File: config.mk
export PLATFORM = sky130hd
export DESIGN_NAME = msrv_32_wb_stage_unit
export DESIGN_NICKNAME = d
export VERILOG_FILES = /design/src/rtl/msrv_32_wb_stage_unit.sv
export SDC_FILE = /design/constraint.sdc
export NUM_CORES = 1
export LEC_CHECK = 0
export ABC_AREA = 1
export CORE_MARGIN = 8
export CORE_UTILIZATION = 40
export CTS_CLUSTER_DIAMETER = 100
export DETAILED_ROUTE_END_ITERATION = 7
export GPL_TIMING_DRIVEN = 0
export HOLD_SLACK_MARGIN = 0.02
export PLACE_DENSITY_LB_ADDON = 0.25
export SYNTH_ARGS = -nofsm -noshare
export SYNTH_HDL_FRONTEND = slang
export SYNTH_SLANG_ARGS = --single-unit
File: constraint.sdc
create_clock -name clk_in -period 2.9 [get_ports clk_in]
set_clock_uncertainty 0.1 [all_clocks]
set_input_delay 0.435 -clock clk_in [delete_from_list [all_inputs] [get_ports clk_in]]
set_output_delay 0.435 -clock clk_in [all_outputs]
set_load 0.05 [all_outputs]
File: src/rtl/msrv_32_wb_stage_unit.sv
// rtl/msrv_32_wb_stage_unit.sv - registered writeback stage with late-load wait, x0 suppression and retire counter
module msrv_32_wb_stage_unit #(
    parameter int XLEN     = 32,
    parameter int NUM_SRC  = 6,
    parameter int SEL_W    = 3,
    parameter int LOAD_SEL = 1,
    parameter int CNT_W    = 64
) (
    input  logic                    clk_in,
    input  logic                    rst_in,
    input  logic                    valid_in,
    output logic                    ready_out,
    input  logic [SEL_W-1:0]        wb_mux_sel_in,
    input  logic [NUM_SRC*XLEN-1:0] src_data_in,
    input  logic [4:0]              rd_addr_in,
    input  logic                    rf_wr_en_in,
    input  logic                    lu_valid_in,
    input  logic                    stall_in,
    input  logic                    flush_in,
    input  logic [XLEN-1:0]         rs2_in,
    input  logic [XLEN-1:0]         imm_in,
    input  logic                    alu_src_in,
    output logic [XLEN-1:0]         alu_2nd_src_out,
    output logic [XLEN-1:0]         wb_data_out,
    output logic [4:0]              rd_addr_out,
    output logic                    rf_wr_en_out,
    output logic                    wb_valid_out,
    output logic [CNT_W-1:0]        instret_out
);
    typedef enum logic {IDLE, WAIT_LOAD} state_t;

    state_t          state, state_next;
    logic [XLEN-1:0] sel_data;
    logic [XLEN-1:0] ret_data;
    logic [4:0]      ret_rd;
    logic            ret_wr;
    logic [4:0]      pend_rd;
    logic            pend_wr;
    logic            accept, is_load, retire, capture;

    assign alu_2nd_src_out = alu_src_in ? rs2_in : imm_in;
    assign ready_out       = (state == IDLE) && !stall_in;
    assign accept          = valid_in && ready_out && !flush_in;
    assign is_load         = (wb_mux_sel_in == SEL_W'(LOAD_SEL));

    // Out-of-range selects fall back to source 0.
    always_comb begin
        sel_data = src_data_in[XLEN-1:0];
        for (int k = 1; k < NUM_SRC; k++) begin
            if (wb_mux_sel_in == SEL_W'(k)) sel_data = src_data_in[k*XLEN +: XLEN];
        end
    end

    always_comb begin
        state_next = state;
        retire     = 1'b0;
        capture    = 1'b0;
        ret_data   = sel_data;
        ret_rd     = rd_addr_in;
        ret_wr     = rf_wr_en_in;
        case (state)
            IDLE: begin
                if (accept) begin
                    if (is_load && !lu_valid_in) begin
                        capture    = 1'b1;
                        state_next = WAIT_LOAD;
                    end else begin
                        retire = 1'b1;
                    end
                end
            end
            WAIT_LOAD: begin
                ret_data = src_data_in[LOAD_SEL*XLEN +: XLEN];
                ret_rd   = pend_rd;
                ret_wr   = pend_wr;
                // Flush beats a same-cycle load completion.
                if (flush_in) begin
                    state_next = IDLE;
                end else if (lu_valid_in) begin
                    retire     = 1'b1;
                    state_next = IDLE;
                end
            end
            default: state_next = IDLE;
        endcase
    end

    always_ff @(posedge clk_in) begin
        if (rst_in) begin
            state        <= IDLE;
            pend_rd      <= '0;
            pend_wr      <= 1'b0;
            wb_data_out  <= '0;
            rd_addr_out  <= '0;
            rf_wr_en_out <= 1'b0;
            wb_valid_out <= 1'b0;
            instret_out  <= '0;
        end else begin
            state        <= state_next;
            wb_valid_out <= retire;
            rf_wr_en_out <= retire && ret_wr && (ret_rd != 5'd0);
            if (capture) begin
                pend_rd <= rd_addr_in;
                pend_wr <= rf_wr_en_in;
            end
            if (retire) begin
                wb_data_out <= ret_data;
                rd_addr_out <= ret_rd;
                instret_out <= instret_out + CNT_W'(1);
            end
        end
    end
endmodule

# Word level (Yosys, flattened, before mapping)
# Cells that the tools add are included.
# totals
inputBits,272
regBits,110
out_inout_bits,136
word_cells,45
# op_classes
reduce_logical,10
n_addsub,1
n_mux,20
bitwise,1
eq_ne,5
# ops
operator,count
$mux 32,7
$add 64x1->64 const B,1
$mux 1,10
$eq 3x2->1 const B,2
$eq 3x3->1 const B,2
$logic_and 1x1->1,6
$mux 5,1
$reduce_bool 5->1,1
$pmux 1 s2,2
$eq 3x1->1 const B,1
$logic_not 1->1,3
$not 1->1,1

# Logic depth before layout (Yosys ltp)
# depth
depth_word,8
mapped_depth,12
ltp_nobuf,11

# Worst setup path after synthesis
# OpenSTA, ideal clock, no wires.
# synth_timing
path_kind,in2reg
startpoint,in stall_in
endpoint,reg instret_out[28]
arrival_time_ns,2.115
setup_slack_ns,0.566
setup_ns,0.119
stages,10
t_required_ns,2.681
cell_sequence,nor2_1 nand3_1 nand2_1 nand2_4 nor2_4 nand2_2 nor2_2 nand2_1 o21ai_1 a21oi_1
# synth_via
elab_chain_cells,6
# synth_lines
element,line_no,source
"start, declared",18,"input logic stall_in,"
$logic_not 1->1,42,assign ready_out = (state == IDLE) && !stall_in;
$logic_and 1x1->1,42,
$logic_and 1x1->1 (2 in a row),43,assign accept = valid_in && ready_out && !flush_in;
$mux 1,63,if (accept) begin
$pmux 1 s2,61,case (state)
"end signal, assigned",109,instret_out <= instret_out + CNT_W'(1);
"end, declared",28,output logic [CNT_W-1:0] instret_out
# No other way between the ends.
# A chain may end at the register's enable or synchronous reset.

# Final worst setup path
# layout_timing
startpoint,reg instret_out[0]
endpoint,reg instret_out[32]
# layout_via
elab_chain_cells,1
# layout_lines
element,line_no
$add 64x1->64,109
# No other way between the ends.

==> metrics <==
areal power density over the cells 302 mW/mm²; flip-flop and latch count after synthesis 110; length of the first detailed-routing pass in iterations 6; share of power burned in combinational logic approximately 30%; CP Max Fanout 5; relative slew slack 45.3%; syn_nets 1,790; die area roughly 0.027 mm²; area occupied by registers 0.00220 mm²; Yosys Warn Count 0; Final Max Slew Viols 0; clock sinks 110; Clock Latency Late Sink approximately 0.37 ns; fraction of power consumed by the clock network between 30% and 40%; min-delay src wb_data_out[28]$_SDFFE_PP0P_; Syn-to-layout area delta 54.2%; initial DRC count between 800 and 900; worst setup path startpoint instret_out[0]$_SDFFE_PP0P_; Filler cells 2,153; number of cells on the worst reg-to-reg path 9; fraction of final layout cells sized beyond drive strength 1 5.68%; I/O pin count 408; cts hold-fix bufs 0; type of the worst setup path register to register; proportion of total power due to net switching 32.6%; clock-pin slew of the registers on the worst-case setup and hold paths 0.08 ns; via total after detailed routing between 10,000 and 15,000; Buffers on Ports 404; number of buffers inserted by post-CTS setup repair 0; placer congestion estimate slightly above 1; RSZ-0062 raised after global routing false; CP most frequent cell sky130_fd_sc_hd__nand2_1; wire length of the first global-routing pass 64,500 µm; routed len/inst 19.6 µm; commonest non-fill, non-tap cell in the layout sky130_fd_sc_hd__nand2_1; endpoint type of the worst setup path register; total area of multi-input combinational cells ~0.0055 mm²; Clock H-tree levels 3; combined global-route utilization of all metal layers about a third; Achievable Freq 357 MHz; Hold Crit Depth 2; remaining global-route overflow 0; Startpoint Class register; TritonCTS clock tree yes; largest net degree at the start of global routing 22; cell-by-cell trace of the critical path ha_1, inv_1, nor2_2, nand2_1, nor2_1, nand2_1, xor2_1, nand2_1, a21oi_1; mean instance size in the synthesized netlist between 5 and 6 µm²; time the final worst path needs with I/O delays and setup 2.80 ns; number of antenna violations at the first check in global routing 4; combined area of all synthesized cells 0.00868 mm²; antenna-violating nets left 0; CP peak stage delay 0.60 ns; gate count of the mapped netlist about 1,500; worst reg2reg endpoint instret_out[32]$_SDFFE_PP0P_; Reg2Reg Launch Point instret_out[0]$_SDFFE_PP0P_; switching power 1.32 mW; drt via density 5.22; power share of the sequential group 38.3%; Layout Nets 2,205; sequential-to-total area share from yosys stat 25.4%; DPL Wire Length 37,000 µm; worst reg2reg setup slack between 0.1 and 0.15 ns; arrival time at the worst endpoint 2.99 ns; count of final setup violators 0; end point of the most critical hold path wb_data_out[28]$_SDFFE_PP0P_; starting density of the core between 40 and 50%; Layout Utilization 62.1%; site row count 54; Chip Height around 160 µm; top library cells by usage in the layout, fill and taps aside sky130_fd_sc_hd__nand2_1 (446), sky130_fd_sc_hd__clkdlybuf4s50_1 (404), sky130_fd_sc_hd__nor2_1 (235), sky130_fd_sc_hd__inv_1 (148), sky130_fd_sc_hd__nand3_1 (135); quantity of gates resized following cts 0; number of global-route vias before repair between 10,000 and 15,000; result of the run finished, final reports clean; part of the cycle the worst path needs 96.5%; number of hold-slack violations in the final timing report 0; final routed DRC violation total 0; worst-case vdd ir drop 0.000260 V; slowest stage cell on the critical path sky130_fd_sc_hd__nor2_1; path type of the worst min-delay path register to register; placement-stage worst setup slack 0.115 ns; Lkg Pwr 5.20 nW; Setup TNS Final 0 ns; standard cell core area 0.0216 mm²; Unique masters post-synth 42; TritonCTS Buffers 9; total of max-cap violations 0; wire length after detailed routing 43,600 µm; Int Power 2.73 mW; Req. time, crit path slightly above 3 ns; die width approximately 160 µm; CTS Root Cell sky130_fd_sc_hd__clkbuf_16; pin slew with the least headroom to its limit 0.820 ns; final setup slack of the worst path just over 0.1 ns; maximum clock insertion buffer count 2
==> power groups by stage <==
stage / Sequential, mW / Combinational [mW] / Clock (mW)
2_1_floorplan: 1.66 / 0.505 / 0
6_report: 1.55 / 1.22 / 1.27
4_1_cts: 1.55 / 1.22 / 1.28
3_3_place_gp: 1.58 / 1.21 / 0
3_5_place_dp: 1.58 / 1.22 / 0
5_1_grt: 1.55 / 1.31 / 1.34
==> worst max path at each step <==
stage                                               to  depth (start not counted)
after global placement              alu_2nd_src_out[7]                          4
final                     instret_out[32]$_SDFFE_PP0P_                          9
after CTS                          alu_2nd_src_out[25]                          4
after global routing               alu_2nd_src_out[15]                          4
after floorplan           instret_out[28]$_SDFFE_PP0P_                         10
after detailed placement           alu_2nd_src_out[15]                          4
==> worst max-delay path, delay by kind of cell, from the launching register on <==
kind                       cells  cell delay [ns]
buffers and inverters          1             0.12
and+or+nand+nor                5             1.36
xor gates and xnor gates       1             0.16
DFF                            1             0.49
AOI/OAI and AO/OA              1             0.15
adders and majority gates      1             0.34
==> metal layers <==
metal	GRT usage (%)	vias to the layer above	wire length [µm]
li1	-	5700	-
met1	35.2	5249	16700
met2	55.0	532	20800
met3	9.00	107	4150
met4	14.5	0	1990
met5	0	-	0
==> logic make-up (layout without fill, tap and decap cells) <==
group                    Yosys count  in the layout  synth area share [%]
AND/OR/NAND/NOR                  942            942                  46.8
buffers and inverters            233            653                  10.9
AO/OA/AOI/OAI                    181            181                  10.8
flip-flops                       110            110                  25.4
multiplexers                      36             36                  4.61
XOR/XNOR                          14             14                  1.41
adder cells (fa/ha/maj)            1              1                 0.144
other                              0              4                     0
==> state kept, by name, summed over array words and instances, names as in the netlist <==
| name | count |
|---|---|
| state | 1 |
| pend_rd | 5 |
| pend_wr | 1 |
| wb_data_out | 32 |
| instret_out | 64 |
| wb_valid_out | 1 |
| rf_wr_en_out | 1 |
| rd_addr_out | 5 |
==> synthesized netlist by cell type (all sizes together) <==
| library cell | number | area (µm²) |
|---|---|---|
| inv | 154 | 578 |
| o211a | 1 | 10.0 |
| xnor2 | 4 | 35.0 |
| nand3 | 137 | 696 |
| clkbuf | 39 | 146 |
| nor2b | 1 | 6.26 |
| a211oi | 3 | 22.5 |
| nor2 | 243 | 951 |
| ha | 1 | 12.5 |
| o21ai | 81 | 405 |
| dfxtp | 110 | 2200 |
| mux2i | 4 | 40.0 |
| buf | 39 | 214 |
| and2 | 2 | 12.5 |
| nor4 | 2 | 18.8 |
| nand2 | 448 | 1690 |
| clkinv | 1 | 5.00 |
| or2 | 32 | 200 |
| a21oi | 91 | 455 |
| xor2 | 10 | 87.6 |
| o21ba | 1 | 10.0 |
| nand4 | 53 | 344 |
| o21a | 3 | 22.5 |
| nor3 | 22 | 135 |
| a31o | 1 | 8.76 |
| and3 | 2 | 12.5 |
| mux2 | 32 | 360 |
==> stage by stage <==
stage          hold slack (ns)  area (µm²)  cells  total power, mW
3_5_place_dp             0.355       13100   2201             2.80
5_1_grt                  0.384       13400   2221             4.20
4_1_cts                  0.367       13400   2217             4.05
3_3_place_gp             0.352       13100   2201             2.79
6_report                 0.368       13400   2221             4.04
2_1_floorplan            0.378        8680   1517             2.17
==> layout make-up <==
| cell class | instances | area share [%] |
|---|---|---|
| multi-input combinational | 1174 | 41.4 |
| timing repair buffer | 404 | 30.2 |
| sequential | 110 | 16.5 |
| inverter | 155 | 4.36 |
| buffer | 78 | 2.70 |
| tap | 280 | 2.62 |
| clock buffer | 9 | 1.68 |
| clock inverter | 7 | 0.542 |
| antenna | 4 | 0.0748 |
(Power assumes the default switching activity.)
